### config.mk
export PLATFORM = sky130hd
export DESIGN_NAME = pc_unit_ras
export DESIGN_NICKNAME = d
export VERILOG_FILES = /design/src/rtl/pc_unit_ras.sv
export SDC_FILE = /design/constraint.sdc
export NUM_CORES = 1
export LEC_CHECK = 0
export ABC_AREA = 1
export CAP_MARGIN = 40
export CORE_MARGIN = 2
export CORE_UTILIZATION = 25
export DETAILED_ROUTE_END_ITERATION = 10
export PLACE_DENSITY = 0.47
export SLEW_MARGIN = 20
export SYNTH_ARGS = -nofsm -noshare
export SYNTH_HDL_FRONTEND = slang
export SYNTH_SLANG_ARGS = --single-unit
### constraint.sdc
create_clock -name clk -period 5.4 [get_ports clk]
set_input_delay 1.62 -clock clk [delete_from_list [all_inputs] [get_ports clk]]
set_output_delay 1.62 -clock clk [all_outputs]
set_load 0.05 [all_outputs]
### src/rtl/pc_unit_ras.sv
// Program-counter unit with conditional/relative branches, branch-with-link
// and a circular return-address stack that flags overflow and underflow.
module pc_unit_ras #(
    parameter int PC_W      = 8,
    parameter int RAS_DEPTH = 4,
    parameter int RESET_PC  = 0
) (
    input  logic                           clk,
    input  logic                           reset,
    input  logic                           stall,
    input  logic                           incp,
    input  logic                           execb,
    input  logic [2:0]                     cond,
    input  logic [2:0]                     status,
    input  logic                           tsel,
    input  logic [PC_W-1:0]                sximm,
    input  logic [PC_W-1:0]                a_in,
    input  logic                           call,
    input  logic                           ret,
    input  logic                           clr_err,
    output logic [PC_W-1:0]                pc_out,
    output logic [$clog2(RAS_DEPTH):0]     ras_count,
    output logic                           ras_full,
    output logic                           ras_empty,
    output logic                           ras_ovf,
    output logic                           ras_unf
);

    localparam int PTR_W = $clog2(RAS_DEPTH);
    localparam int CNT_W = PTR_W + 1;
    localparam logic [31:0] RESET_PC_W = RESET_PC;
    localparam logic [PC_W-1:0] RESET_VAL = RESET_PC_W[PC_W-1:0];

    logic [PC_W-1:0]  ras_mem [RAS_DEPTH];
    logic [PTR_W-1:0] top;
    logic [PTR_W-1:0] top_nxt;
    logic [PTR_W-1:0] push_idx;
    logic [PC_W-1:0]  pc_nxt;
    logic [PC_W-1:0]  pc_inc;
    logic [PC_W-1:0]  target;
    logic [CNT_W-1:0] cnt_nxt;
    logic             ovf_nxt;
    logic             unf_nxt;
    logic             push;
    logic             taken;

    assign taken     = execb & ((cond == 3'b000) | (cond == status));
    assign pc_inc    = pc_out + PC_W'(1);
    assign target    = tsel ? (pc_out + sximm) : a_in;
    assign push_idx  = top + PTR_W'(1);
    assign ras_full  = (ras_count == CNT_W'(RAS_DEPTH));
    assign ras_empty = (ras_count == '0);

    always_comb begin
        pc_nxt  = pc_out;
        top_nxt = top;
        cnt_nxt = ras_count;
        ovf_nxt = ras_ovf;
        unf_nxt = ras_unf;
        push    = 1'b0;
        if (!stall) begin
            // Clear first so an error raised on the same edge still sticks.
            if (clr_err) begin
                ovf_nxt = 1'b0;
                unf_nxt = 1'b0;
            end
            if (ret) begin
                if (!ras_empty) begin
                    pc_nxt  = ras_mem[top];
                    top_nxt = top - PTR_W'(1);
                    cnt_nxt = ras_count - CNT_W'(1);
                end else begin
                    pc_nxt  = pc_inc;
                    unf_nxt = 1'b1;
                end
            end else if (taken) begin
                pc_nxt = target;
                if (call) begin
                    push    = 1'b1;
                    top_nxt = push_idx;
                    // When full, push_idx lands on the oldest entry and replaces it.
                    if (ras_full) ovf_nxt = 1'b1;
                    else          cnt_nxt = ras_count + CNT_W'(1);
                end
            end else if (incp) begin
                pc_nxt = pc_inc;
            end
        end
    end

    always_ff @(posedge clk or negedge reset) begin
        if (!reset) begin
            pc_out    <= RESET_VAL;
            top       <= '0;
            ras_count <= '0;
            ras_ovf   <= 1'b0;
            ras_unf   <= 1'b0;
        end else begin
            pc_out    <= pc_nxt;
            top       <= top_nxt;
            ras_count <= cnt_nxt;
            ras_ovf   <= ovf_nxt;
            ras_unf   <= unf_nxt;
        end
    end

    // Stack storage is not reset; only the pointer and count define validity.
    always_ff @(posedge clk) begin
        if (push) ras_mem[push_idx] <= pc_inc;
    end

endmodule

== Word level (Yosys, flattened, before mapping) ==
Memories as Yosys holds them, arrays and structs flattened.
Index checks and enable logic that the tools add are counted.

* Bits in registers: 15
* Bits in writable memories: 32
* Output and inout bits: 15
* Logic and storage cells: 55
* Memories kept: 1

{| class="wikitable"
|+ Memory list
! name !! words !! bits a word !! rd ports !! clocked after Yosys merged registers in !! wr ports !! RTL line !! source
|-
| ras_mem || 4 || 8 || 1 || 0 || 1 || 34 || <nowiki>logic [PC_W-1:0] ras_mem [RAS_DEPTH];</nowiki>
|}

* $add $sub $neg: 6
* Equal/unequal tests: 4
* Mux-type cells: 28
* Bitwise operators: 3
* Reductions and logical operators: 8

{| class="wikitable"
|+ Operator list
! cell !! count
|-
| 8-bit two-way mux || 5
|-
| 3-bit two-way mux || 5
|-
| 1-bit two-way mux || 14
|-
| 8-bit by 1-bit adder with 8-bit output (second input constant) || 1
|-
| 8-bit adder || 1
|-
| 2-bit two-way mux || 4
|-
| 3-bit logical NOT || 2
|-
| 5-bit AND reduction || 1
|-
| 2-bit inequality test (second input constant) || 2
|-
| 4-bit AND reduction || 1
|-
| 2-bit nonzero test || 2
|-
| 3-bit by 1-bit adder with 3-bit output (second input constant) || 1
|-
| 3-bit == test || 1
|-
| 3-bit == test (second input constant) || 1
|-
| 3-bit nonzero test || 1
|-
| 3-bit by 1-bit subtractor with 3-bit output (second input constant) || 1
|-
| 2-bit by 1-bit adder with 2-bit output (second input constant) || 1
|-
| 2-bit AND reduction || 1
|-
| 2-bit by 1-bit subtractor with 2-bit output (second input constant) || 1
|-
| 1-bit AND || 1
|-
| 1-bit inverter || 1
|-
| 1-bit bitwise OR || 1
|}

== Depth between registers and ports, before layout ==
* Depth after elaboration: 8
* Gate-level depth with buffers: 13
* Mapped depth without buffers: 13

== Worst setup path before layout ==
No wires, ideal clock.

* Path kind: input to register
* From: in cond[1]
* To: mem ras_mem[0][0], enable pin
* Library setup time: 371 ps
* Arrival time: 2706 ps
* Required time: 5029 ps
* Path slack: 2324 ps
* Cell stages on the path: 5
* Cell sequence: xnor2_1 > nand3_2 > a21boi_2 > nand4_1 > nor2_1

* Word-level cells in the longest chain between the ends: 8
* Elaborated cells between the ends (all ways): 9
* Classes of those cells: eq/ne: 1; mux: 5; bitwise: 2; reduce/logical: 1

{| class="wikitable"
|+ Ends and longest elaborated chain
! what !! RTL line !! source
|-
| from (decl) || 13 || <nowiki>input logic [2:0] cond,</nowiki>
|-
| 3-bit == test or 3-bit logical NOT (tied branches) || 47 || <nowiki>assign taken = execb & ((cond == 3'b000) | (cond == status));</nowiki>
|-
| 1-bit bitwise OR * || 47 ||
|-
| 1-bit AND * || 47 ||
|-
| 1-bit two-way mux * || 76 || <nowiki>end else if (taken) begin</nowiki>
|-
| 1-bit two-way mux * || 67 || <nowiki>if (ret) begin</nowiki>
|-
| 1-bit two-way mux * || 61 || <nowiki>if (!stall) begin</nowiki>
|-
| 1-bit two-way mux * || 109 || <nowiki>if (push) ras_mem[push_idx] <= pc_inc;</nowiki>
|-
| 1-bit two-way mux (implied by the code) * || 109 ||
|-
| to (decl) || 34 ||
|}

Mark *: on every way between the ends. The rest lies on a longest branch, timed or not.

== Worst setup path in the final report ==
* From: in cond[1]
* To: mem ras_mem[0][5], enable pin

The elaborated chain is that of the path after synthesis.

==> flow_summary.ini <==
[status]
outcome = finished clean

[synthesis]
synthMuxAreaShare_pct = 0.3315
syn_avg_cell_area_um2 = 7.966
yosysTopAreaCellShare_pct = 31.83
synthCells = 379
syn_area_um2 = 3019
async_flop_share_pct = 31.91
synth_xor_area_share_pct = 2.321
syn_nets = 424
yosysMostFrequentCell = nand2_1
synth_ff_type = edfxtp_1
synth_top_family_by_area = simple AND/OR/NAND/NOR gates
yosys.area_share.simple_pct = 28.68
ys_ff_latch = 47
synth_compound_area_share_pct = 9.324
netlist_top_cells_count = nand2_1, nor2_1, inv_1, edfxtp_1, o21ai_0
synth_fa_ha_area_share_pct = 6.299
yosys.area.top_type = edfxtp_1
synth_edf_count = 32
synthTopCellsByArea = edfxtp_1, dfrtp_1, nand2_1
ys_types = 31
yosysWarnings = 0
seq_area_frac_synth_pct = 44.26

[timing]
grt_setup_unrepaired = no
fin_tns_setup_ns = 0
final.min_clock_period_ns = 3.656
finalSetupViolations = 0
report.final.slew_viol_count = 0
finalCritPeriodShare_pct = 67.71
worst_slack_ns = 1.744
max_freq_ghz = 0.2735
hold_viol = 0
fin_skew_ns = 0.002528
timing.slew.headroom_pct = 53.63
worstMarginPinSlew_ns = 0.6930

[detailed_routing]
totalWireLength_um = 7834
viasPerCell = 4.462
ant_nets = 0
via_count = 2557
drt_pre_antenna_iters = 4
wl_per_cell_um = 13.67
drc_errors = 0
drt_iter0_drc = 111

[clock_network]
clock-sinks = 47
numCtsBuffers = 5
post_cts_buffers = 0
cts_hold_buf = 0
htreeDepth = 2
ctsResizeCount = 0
cts_root_buf = clkbuf_16
cts_tree = yes
cts.path.max_buffers = 2
clk-insertion-delay-late_ns = 0.29
path_clk_slew_ns = 0.06

[placement]
dp_slack_ns = 1.413
numPortBuffers = 45
dp_hpwl_um = 6056
place.gp.congestion = 0.8504
dp_cells = 564

[critical_path]
r2r_cells = 11
critPathKind = primary input to register
worst_path_max_delay_cell = nor2_1
ff2ff_setup_slack_ns = 3.26
cp_cell_sequence = clkdlybuf4s50_1, xnor2_1, nand3_2, a21boi_2, nand4_1, nor2_1
r2r_start = pc_out[0]$_DFFE_PN0P_
startpoint_type = primary input
arrival_ns = 3.58
r2r-end = pc_out[2]$_DFFE_PN0P_
worstPathRequired_ns = 5.32
slowest_delay_ns = 0.63
crit_fanout = 8
worstSetupEndpointType = register

[global_routing]
grt_max_degree = 21
grt_pass1_wl_um = 12960
grt_pass1_vias = 2553
grt_use_total_pct = 12.72
overflow = 0
antenna_found_initial = 0

[cells_and_area]
stdcell_count = 573
syn_to_final_growth_pct = 24.95
drive_above_1_share_pct = 7.042
num_antenna_cells = 0
final_util_pct = 31.67
nNetsFinal = 470

[die]
die_area_um2 = 12970
fp.coreArea_um2 = 11910
die_w_um = 113.9
rows = 40
initial_core_util_pct = 25.35
die_y_um = 113.9
ios = 46

[flow_run]
cap_violations = 0

[power_and_ir_drop]
finalPower_w = 0.002002
ir_drop_mv = 0.2279
power_density_nw_per_um2 = 530.8
p_leak_nw = 1.643

[hold_path]
hp-class = register to register
hold_depth = 2
hold_end = ras_unf$_DFFE_PN0N_
min_from = ras_unf$_DFFE_PN0N_
==> final cells by class <==
class | instances | area, um2
Multi-Input combinational cell | 271 | 1418
Inverter | 53 | 201.4
Clock inverter | 3 | 38.79
Clock buffer | 5 | 125.1
Timing Repair Buffer | 47 | 469.2
Fill cell | 1258 | 8139
Sequential cell | 47 | 1336
Tap cell | 147 | 183.9
==> worst max path at each step <==
stage / slack (ns) / startpoint / to / depth (start not counted)
2_1_floorplan: 2.32 / cond[1] / ras_mem[0][0]$_DFFE_PP_ / 5
3_3_place_gp: 1.51 / cond[1] / ras_mem[0][3]$_DFFE_PP_ / 6
3_5_place_dp: 1.41 / cond[1] / ras_mem[0][1]$_DFFE_PP_ / 6
4_1_cts: 1.73 / cond[1] / ras_mem[0][5]$_DFFE_PP_ / 6
5_1_grt: 1.53 / cond[1] / ras_mem[2][6]$_DFFE_PP_ / 6
6_report: 1.74 / cond[1] / ras_mem[0][5]$_DFFE_PP_ / 6
==> layer usage <==
metal,routed length (um),GRT usage [%]
met5,0,0
met2,3837,21.48
met1,3718,16.57
met4,90,4.146
met3,188,2.232
==> stage by stage <==
stage                     hold WS [ns]  instance area [um2]
after global routing            0.5487                 3772
final                           0.5132                 3772
after floorplan                 0.6604                 3019
after global placement          0.4973                 3597
after CTS                       0.5254                 3761
after detailed placement        0.5112                 3597
==> registers in the layout, indices dropped and copies added, names as in the netlist <==
| signal | flops |
|---|---|
| ras_unf | 1 |
| ras_count | 3 |
| pc_out | 8 |
| top | 2 |
| ras_ovf | 1 |
| ras_mem | 32 |
==> logic make-up (layout without fill, tap and decap cells) <==
| logic type | after synthesis | after routing |
|---|---|---|
| mux | 1 | 1 |
| xor+xnor | 8 | 8 |
| fa+ha+maj | 14 | 14 |
| buf+inv | 61 | 108 |
| compound gates | 54 | 54 |
| flops | 47 | 47 |
| simple gates | 194 | 194 |
==> placed cells by master (no fill, tap or decap), types with 2 or more instances in the layout <==
| master | synthesis | layout |
|---|---|---|
| clkbuf_16 | 0 | 5 |
| nor2_1 | 64 | 64 |
| dfrtp_1 | 15 | 15 |
| fa_1 | 2 | 2 |
| o21ai_0 | 27 | 27 |
| nand2_2 | 2 | 2 |
| ha_1 | 12 | 12 |
| edfxtp_1 | 32 | 32 |
| nand3_2 | 3 | 3 |
| o22ai_1 | 2 | 2 |
| nand3b_1 | 5 | 5 |
| clkinv_1 | 1 | 2 |
| or2_2 | 4 | 4 |
| nand2_1 | 81 | 81 |
| clkdlybuf4s50_1 | 0 | 45 |
| a21oi_1 | 19 | 19 |
| o21ai_1 | 4 | 4 |
| nand2_4 | 3 | 3 |
| inv_2 | 3 | 3 |
| nand3_1 | 22 | 22 |
| nand4_1 | 6 | 6 |
| xnor2_1 | 6 | 6 |
| inv_1 | 48 | 48 |
| xor2_1 | 2 | 2 |
| nor2_4 | 2 | 2 |
| nor2_2 | 2 | 2 |
==> power breakdown <==
group | switching, W | internal, W | leakage, nW
clock network | 0.000134 | 0.000216 | 0.0812
logic | 0.000693 | 0.000356 | 1.10
registers | 0.000111 | 0.000492 | 0.465
total | 0.000938 | 0.00106 | 1.64
==> critical path: cells and delay by family <==
kind                      cells  cell delay, ns
and+or+nand+nor               3            1.06
xor gates and xnor gates      1            0.14
AOI/OAI and AO/OA             1            0.26
buffers and inverters         1            0.50
No activity file was read; power rests on OpenSTA's default activity.
